File: src/rtl/riscv_pipe_pkg.sv
// Shared pipeline definitions: the in-flight scoreboard entry and the
// forwarding-select encoding used by the hazard logic.
package riscv_pipe_pkg;

  // Widest register address the entry can hold; narrower RA_W values are zero-extended.
  localparam int RA_W_MAX = 8;

  // Forward select 0 means "take the register file"; k>0 means "output of stage k".
  localparam int FWD_RF = 0;

  typedef struct packed {
    logic                valid;
    logic [RA_W_MAX-1:0] rd;
    logic                we;
    logic                load;
  } entry_t;

  localparam entry_t ENTRY_BUBBLE = '0;

endpackage

File: src/rtl/hazard_match.sv
// Priority match of one decode source register against the in-flight
// entries; the youngest (lowest stage number) producer wins.
module hazard_match
  import riscv_pipe_pkg::*;
#(
  parameter int DEPTH = 3,
  parameter int SEL_W = $clog2(DEPTH + 1)
) (
  input  entry_t [DEPTH:1]      entries,
  input  logic [RA_W_MAX-1:0]   rs,
  input  logic                  use_rs,
  output logic [SEL_W-1:0]      sel,
  output logic                  sel_load
);

  // NOTE: every output gets a default before the loop, otherwise an
  // unmatched path would hold its old value and infer a latch.
  always_comb begin
    sel      = SEL_W'(FWD_RF);
    sel_load = 1'b0;
    // Scan oldest to youngest so the last hit (smallest k) is what remains.
    for (int k = DEPTH; k >= 1; k--) begin
      if (use_rs && (rs != '0) && entries[k].valid && entries[k].we &&
          (entries[k].rd == rs)) begin
        sel      = SEL_W'(k);
        sel_load = entries[k].load;
      end
    end
  end

endmodule

File: src/rtl/hazard_scoreboard.sv
// In-order pipeline hazard scoreboard: tracks destination registers of the
// instructions after decode, selects forwarding sources and load-use stalls.
module hazard_scoreboard
  import riscv_pipe_pkg::*;
#(
  parameter int DEPTH      = 3,
  parameter int LOAD_READY = 2,
  parameter int RA_W       = 5
) (
  input  logic                         clk,
  input  logic                         rst,
  input  logic                         dec_valid,
  input  logic [RA_W-1:0]              dec_rs1,
  input  logic [RA_W-1:0]              dec_rs2,
  input  logic                         dec_use_rs1,
  input  logic                         dec_use_rs2,
  input  logic [RA_W-1:0]              dec_rd,
  input  logic                         dec_we,
  input  logic                         dec_is_load,
  input  logic                         redirect,
  output logic                         stall,
  output logic                         issue,
  output logic [$clog2(DEPTH+1)-1:0]   fwd_a_sel,
  output logic [$clog2(DEPTH+1)-1:0]   fwd_b_sel,
  output logic [DEPTH-1:0]             inflight,
  output logic [31:0]                  stall_cnt,
  output logic [31:0]                  flush_cnt
);

  localparam int SEL_W = $clog2(DEPTH + 1);

  entry_t [DEPTH:1]    entry_q, entry_d;
  logic   [31:0]       stall_cnt_q, stall_cnt_d;
  logic   [31:0]       flush_cnt_q, flush_cnt_d;

  logic [RA_W_MAX-1:0] rs1_ext, rs2_ext, rd_ext;
  logic [SEL_W-1:0]    sel_a, sel_b;
  logic                load_a, load_b;
  logic                load_use;

  assign rs1_ext = RA_W_MAX'(dec_rs1);
  assign rs2_ext = RA_W_MAX'(dec_rs2);
  assign rd_ext  = RA_W_MAX'(dec_rd);

  hazard_match #(.DEPTH(DEPTH), .SEL_W(SEL_W)) u_match_a (
    .entries  (entry_q),
    .rs       (rs1_ext),
    .use_rs   (dec_valid & dec_use_rs1),
    .sel      (sel_a),
    .sel_load (load_a)
  );

  hazard_match #(.DEPTH(DEPTH), .SEL_W(SEL_W)) u_match_b (
    .entries  (entry_q),
    .rs       (rs2_ext),
    .use_rs   (dec_valid & dec_use_rs2),
    .sel      (sel_b),
    .sel_load (load_b)
  );

  // A matched load is usable only once it reaches LOAD_READY.
  always_comb begin
    load_use = 1'b0;
    if (load_a && (int'(sel_a) < LOAD_READY)) load_use = 1'b1;
    if (load_b && (int'(sel_b) < LOAD_READY)) load_use = 1'b1;
  end

  // Redirect and reset both override the stall and block issue.
  assign stall     = load_use & ~redirect & ~rst;
  assign issue     = dec_valid & ~load_use & ~redirect & ~rst;
  assign fwd_a_sel = rst ? SEL_W'(FWD_RF) : sel_a;
  assign fwd_b_sel = rst ? SEL_W'(FWD_RF) : sel_b;

  always_comb begin
    for (int k = 1; k <= DEPTH; k++) begin
      inflight[k-1] = entry_q[k].valid;
    end
  end

  always_comb begin
    entry_d = entry_q;
    entry_d[1] = ENTRY_BUBBLE;
    if (issue) begin
      entry_d[1].valid = 1'b1;
      entry_d[1].rd    = rd_ext;
      entry_d[1].we    = dec_we & (dec_rd != '0);
      entry_d[1].load  = dec_is_load;
    end
    for (int k = 2; k <= DEPTH; k++) begin
      entry_d[k] = entry_q[k-1];
    end
    if (redirect) begin
      for (int k = 1; k <= DEPTH; k++) begin
        entry_d[k].valid = 1'b0;
      end
    end

    stall_cnt_d = stall_cnt_q;
    if (stall && (stall_cnt_q != '1)) stall_cnt_d = stall_cnt_q + 32'd1;
    flush_cnt_d = flush_cnt_q;
    if (redirect && (flush_cnt_q != '1)) flush_cnt_d = flush_cnt_q + 32'd1;
  end

  // NOTE: the entry array is small flop state whose valid bits gate every
  // match, so it is reset in full rather than left as an unreset memory.
  // NOTE: sequential state uses non-blocking assignments so every flop
  // samples the pre-edge values regardless of statement order.
  always_ff @(posedge clk or posedge rst) begin
    if (rst) begin
      entry_q     <= '0;
      stall_cnt_q <= '0;
      flush_cnt_q <= '0;
    end else begin
      entry_q     <= entry_d;
      stall_cnt_q <= stall_cnt_d;
      flush_cnt_q <= flush_cnt_d;
    end
  end

  assign stall_cnt = stall_cnt_q;
  assign flush_cnt = flush_cnt_q;

endmodule

File: config.mk
export PLATFORM = sky130hd
export DESIGN_NAME = hazard_scoreboard
export DESIGN_NICKNAME = d
export VERILOG_FILES = /design/src/rtl/riscv_pipe_pkg.sv /design/src/rtl/hazard_match.sv /design/src/rtl/hazard_scoreboard.sv
export SDC_FILE = /design/constraint.sdc
export NUM_CORES = 1
export LEC_CHECK = 0
export ABC_AREA = 1
export BUFFER_PORTS_ARGS = -buffer_cell sky130_fd_sc_hd__buf_2
export CELL_PAD_IN_SITES_DETAIL_PLACEMENT = 0
export CELL_PAD_IN_SITES_GLOBAL_PLACEMENT = 1
export CORE_MARGIN = 2
export CORE_UTILIZATION = 40
export DETAILED_ROUTE_END_ITERATION = 10
export GPL_TIMING_DRIVEN = 0
export PLACE_DENSITY = 0.91
export REMOVE_ABC_BUFFERS = 1
export SLEW_MARGIN = 20
export SYNTH_ARGS = -nofsm -noshare
export SYNTH_HDL_FRONTEND = slang
export SYNTH_SLANG_ARGS = --single-unit
export TNS_END_PERCENT = 50
File: constraint.sdc
create_clock -name clk -period 4.3 [get_ports clk]
set_input_delay 0.86 -clock clk [delete_from_list [all_inputs] [get_ports clk]]
set_output_delay 0.86 -clock clk [all_outputs]
set_load 0.01 [all_outputs]
; ---- Word-level counts from Yosys, hierarchy flattened
; Index checks and enable logic that the tools add are counted.
[word_totals]
reg_bits = 97
input_bits = 23
word_cells = 84
[op_classes]
add_sub_neg = 2
magnitude_cmp = 2
eq_ne = 8
mux = 20
bitwise_logic = 11
n_reduce_logical = 27
[ops]
columns = op, n
row1 = $add 32x1->32 const B, 2
row2 = $ne 32x32->1 const B, 2
row3 = $eq 8x5->1, 6
row4 = $logic_and 1x1->1, 24
row5 = $mux 2, 8
row6 = $reduce_bool 8->1, 2
row7 = $mux 1, 11
row8 = $mux 11, 1
row9 = $and 1x1->1, 8
row10 = $reduce_bool 5->1, 1
row11 = $lt 2x2->1 const B, 2
row12 = $not 1->1, 3

; ---- Longest topological paths before layout
[depth]
word_depth = 18
ltp_mapped = 12

; ---- Modules after synthesis
; Synthesis repeated with hierarchy kept, for this count alone.
[unflattened]
hier_cells = 988
area_unflattened_um2 = 6172.2
[by_module_without_submodules]
columns = module, instances, cells_per_inst, area_each_um2
row1 = hazard_scoreboard, 1, 756, 5131.2
row2 = hazard_match, 2, 116, 520.5

; ---- Least setup slack after synthesis
; No wires, ideal clock.
[synth_path]
path_type = input to output
from = input port rst
to = output port issue
arrival_time_ns = 1.762
setup_slack_ns = 1.678
cell_stages = 4
path_buffers = 1
cell_sequence = clkbuf_1 > nor2_1 > nand3_1 > inv_1
[synth_between]
elab_chain_cells = 2
[synth_lines]
columns = item, line_no
row1 = "start, declared", hazard_scoreboard.sv:11  ; input logic rst,
row2 = $not 1->1, hazard_scoreboard.sv:70  ; assign issue = dec_valid & ~load_use & ~redirect & ~rst;
row3 = $and 1x1->1, hazard_scoreboard.sv:70
row4 = "end, declared", hazard_scoreboard.sv:22  ; output logic issue,
; No other way between the ends.

; ---- Final worst setup path
[layout_path]
from = input port dec_rs2[3]
to = output port issue
[layout_between]
elab_chain_cells = 15
elab_cells_between_ends = 27
classes_between = order compare (1) / eq/ne (3) / mux (7) / bitwise (4) / reduce/logical (12)
[layout_lines]
columns = item, line_no
row1 = "start, declared", hazard_scoreboard.sv:14  ; input logic [RA_W-1:0] dec_rs2,
row2 = $reduce_bool 8->1, hazard_match.sv:23  ; if (use_rs && (rs != '0) && entries[k].valid && entries[k].we &&
row3 = $logic_and 1x1->1 (4 in series), hazard_match.sv:23
row4 = $mux 2 (3 in series), hazard_match.sv:23
row5 = $lt 2x2->1, hazard_scoreboard.sv:65  ; if (load_b && (int'(sel_b) < LOAD_READY)) load_use = 1'b1;
row6 = $logic_and 1x1->1 *, hazard_scoreboard.sv:65
row7 = $mux 1 *, hazard_scoreboard.sv:65
row8 = $not 1->1 *, hazard_scoreboard.sv:70
row9 = $and 1x1->1 * (3 in series), hazard_scoreboard.sv:70
; Mark *: on every way between the ends. The rest lies on a longest branch, timed or not.

==> out/metrics.cfg <==
[die]
core_um2 = 13800
start_util_pct = 40.6
die_h_um = 122
die_w_um = 122
num_rows = 43
num_io_pins = 96
dieArea_um2 = 14900

[hold_path]
holdCritPathClass = reg2reg

[synthesis]
synth_top_area_share_pct = 38.5
ys_ff_latch = 86
synth_area_um2 = 5590
syn_inst = 828
syn_area_per_cell_um2 = 6.76
ys_warn_count = 0
synth.area.top_cells = dfrtp_1 (38%), nand2_1 (22%), nor2_1 (6.9%), xor2_1 (5.2%), inv_1 (5.1%)
yosysUniqueCellTypes = 28
ys_seq_area_share_pct = 38.5
synth_area_leader_cell = dfrtp_1

[finish]
n_antenna_cell = 0
synthToLayoutAreaGrowth_pct = 16.1
drive_above_1_share_pct = 15.1
finish.utilization_pct = 47.2
nNetsFinal = 939
fillers = 1475

[timing]
maxSlewViolCount = 0
period_minus_slack_ps = 3550
finalHoldViolations = 0
skew_ps = 12.5
tightest_slew_ps = 868
slew_headroom_pct = 42.0
rsz0062_at_grt = false
finalCritPeriodShare_pct = 82.6
fin_tns_setup_ps = 0
setup_slack_ps = 748
fmax_ghz = 0.282
setup_viol = 0

[cts]
tritoncts = built
cts_buffer_depth = 2
cts_buffers = 9
root_buffer = clkbuf_16
h-tree-depth = 3
clock_latency_ps = 360
postCtsHoldBufs = 0
post-cts-setup-buffers = 0
cts.sinks = 86
ctsResizeCount = 0
clk_pin_slew_worst_paths_ps = 60

[detailed_routing]
wl_per_cell_um = 13.6
postRouteWirelength_mm = 14.9
first_pass_iters = 5
ant_nets = 0
drcViolationCount = 0
num_vias = 5446
drt_iter0_markers = 322
drt-vias-per-instance = 4.96

[global_routing]
grt_overflow = 0
use_met3_pct = 5.25
gr-max-usage-layer = met2
grt_pass1_vias = 5075
grtUsageMet1_pct = 27.7
grtUsageTotal_pct = 21.2
grt_pass1_wl_mm = 25.0
antenna_found_initial = 0
grt_max_degree = 50
grt_use_met2_pct = 35.8

[placed_design]
place_ws_ps = 688
routabilityCongestion = 0.874
hpwl_mm = 11.1
port-buffer-count = 95

[critical_path]
crit_path_end_kind = primary output
cp_top_family = simple AND/OR/NAND/NOR gates
worstPathRequired_ps = 3440
crit_slowest_cell = nand2_2
path_cells = buf_2 -> inv_2 -> nand2_1 -> nand2_1 -> nor2_1 -> nand2_1 -> nor2_1 -> nand3_1 -> nand2_2 -> inv_1 -> nand3_1 -> inv_1 -> buf_2
worstSetupPathType = in2out
cp.arrival_ps = 2690
cp-start-kind = input port
cp_common_cell = nand2_1
critPathBufInv = 5
critPathMaxFanout = 35
slowest_delay_ps = 500

[flow_run]
timing.max_cap.violations = 0

[power_and_ir_drop]
powerDensity_nw_per_um2 = 303
internal_power_mw = 1.39
clock_power_share_pct = 39.5
ir_worst_vdd_mv = 0.182
seq_power_share_pct = 46.4
power_switching_mw = 0.582
combinationalPowerShare_pct = 14.0
p_leak_nw = 3.32
swShare_pct = 29.6

[outcome]
status = complete, no violations

placed cells by master, fill, tap and decap left out, types with 3 or more instances in the layout:
cell type,instances
inv_1,75
nor3_1,23
nand3b_1,15
inv_2,11
a21oi_1,7
nor2_1,102
xor2_1,33
dfrtp_1,86
o21ai_1,14
nand3_1,28
o211ai_1,5
xnor2_1,11
nand4_1,43
o21ai_0,13
nand2_1,321
nand2_2,3
clkinvlp_4,3
nor2_2,4
clkbuf_16,9
buf_2,95
flip-flops by register name, indices dropped and copies added, names as in the netlist:
name,flops
entry_d,13
entry_q,6
flush_cnt,32
inflight,3
stall_cnt,32
metrics by stage:
stage / power, mW / cells / cell area (um^2) / hold slack [ps]
2_1_floorplan: 1.09 / 806 / 5440 / 354
6_report: 1.97 / 1099 / 6490 / 393
3_3_place_gp: 1.20 / 1081 / 6140 / 378
5_1_grt: 2.08 / 1099 / 6490 / 410
4_1_cts: 2.00 / 1099 / 6490 / 391
3_5_place_dp: 1.20 / 1083 / 6200 / 376
per-layer routing:
metal / vias to the layer above / routed length [um]
met2: 116 / 7140
met4: 0 / 174
met3: 12 / 733
li1: 2795 / -
met1: 2523 / 6900
met5: - / 0
power groups by stage:
stage	combinational [mW]	sequential (mW)	clock [mW]
5_1_grt	0.317	0.923	0.837
2_1_floorplan	0.152	0.938	0
6_report	0.276	0.914	0.778
3_3_place_gp	0.268	0.928	0
3_5_place_dp	0.276	0.928	0
4_1_cts	0.278	0.913	0.805
cells in the mapped netlist:
cell type / n
xnor2_1: 11
nand2_1: 321
clkbuf_1: 5
nor3_1: 23
nand4_1: 43
xor2_1: 33
a21oi_1: 7
inv_1: 76
o211ai_1: 5
or2_2: 1
buf_4: 7
nand3_2: 1
nor3_2: 2
buf_6: 5
nor2_2: 4
nand4_2: 1
dfrtp_1: 86
nor2_1: 103
nand3b_1: 15
ha_1: 2
buf_2: 5
o21ai_1: 14
nor2_4: 1
o21ai_0: 13
inv_2: 11
o22ai_1: 2
nand2_2: 3
nand3_1: 28
final cells by class:
class                   count  area (um^2)  area share, %
inverters                  87          329           5.07
clock buffers              11          253           3.89
clock inverters             5         42.5          0.655
well taps                 180          225           3.47
repair buffers             97          523           8.05
multi-input cells         633         2970           45.7
flip-flops and latches     86         2150           33.1
cell families after synthesis:
| logic type | synth area share (%) |
|---|---|
| XOR/XNOR | 6.89 |
| AO/OA/AOI/OAI | 3.94 |
| adder cells (fa/ha/maj) | 0.447 |
| buffers and inverters | 8.57 |
| flip-flops | 38.5 |
| AND/OR/NAND/NOR | 41.7 |
path summary, 6_finish.rpt:
| kind | startpoint | to | slack (ps) | depth (start not counted) |
|---|---|---|---|---|
| min in group asynchronous | rst | flush_cnt[28]$_DFFE_PP0P_ | 620 | 2 |
| worst min register to register | entry_d[23]$_DFF_PP0_ | entry_q[23]$_DFF_PP0_ | 390 | 0 |
| worst min-delay path | entry_d[23]$_DFF_PP0_ | entry_q[23]$_DFF_PP0_ | 390 | 0 |
| max in group asynchronous | rst | stall_cnt[12]$_DFFE_PP0P_ | 3060 | 3 |
| worst max register to register | stall_cnt[0]$_DFFE_PP0P_ | stall_cnt[29]$_DFFE_PP0P_ | 1190 | 9 |
| worst max-delay path | dec_rs2[3] | issue | 750 | 13 |
(Power assumes the default switching activity.)
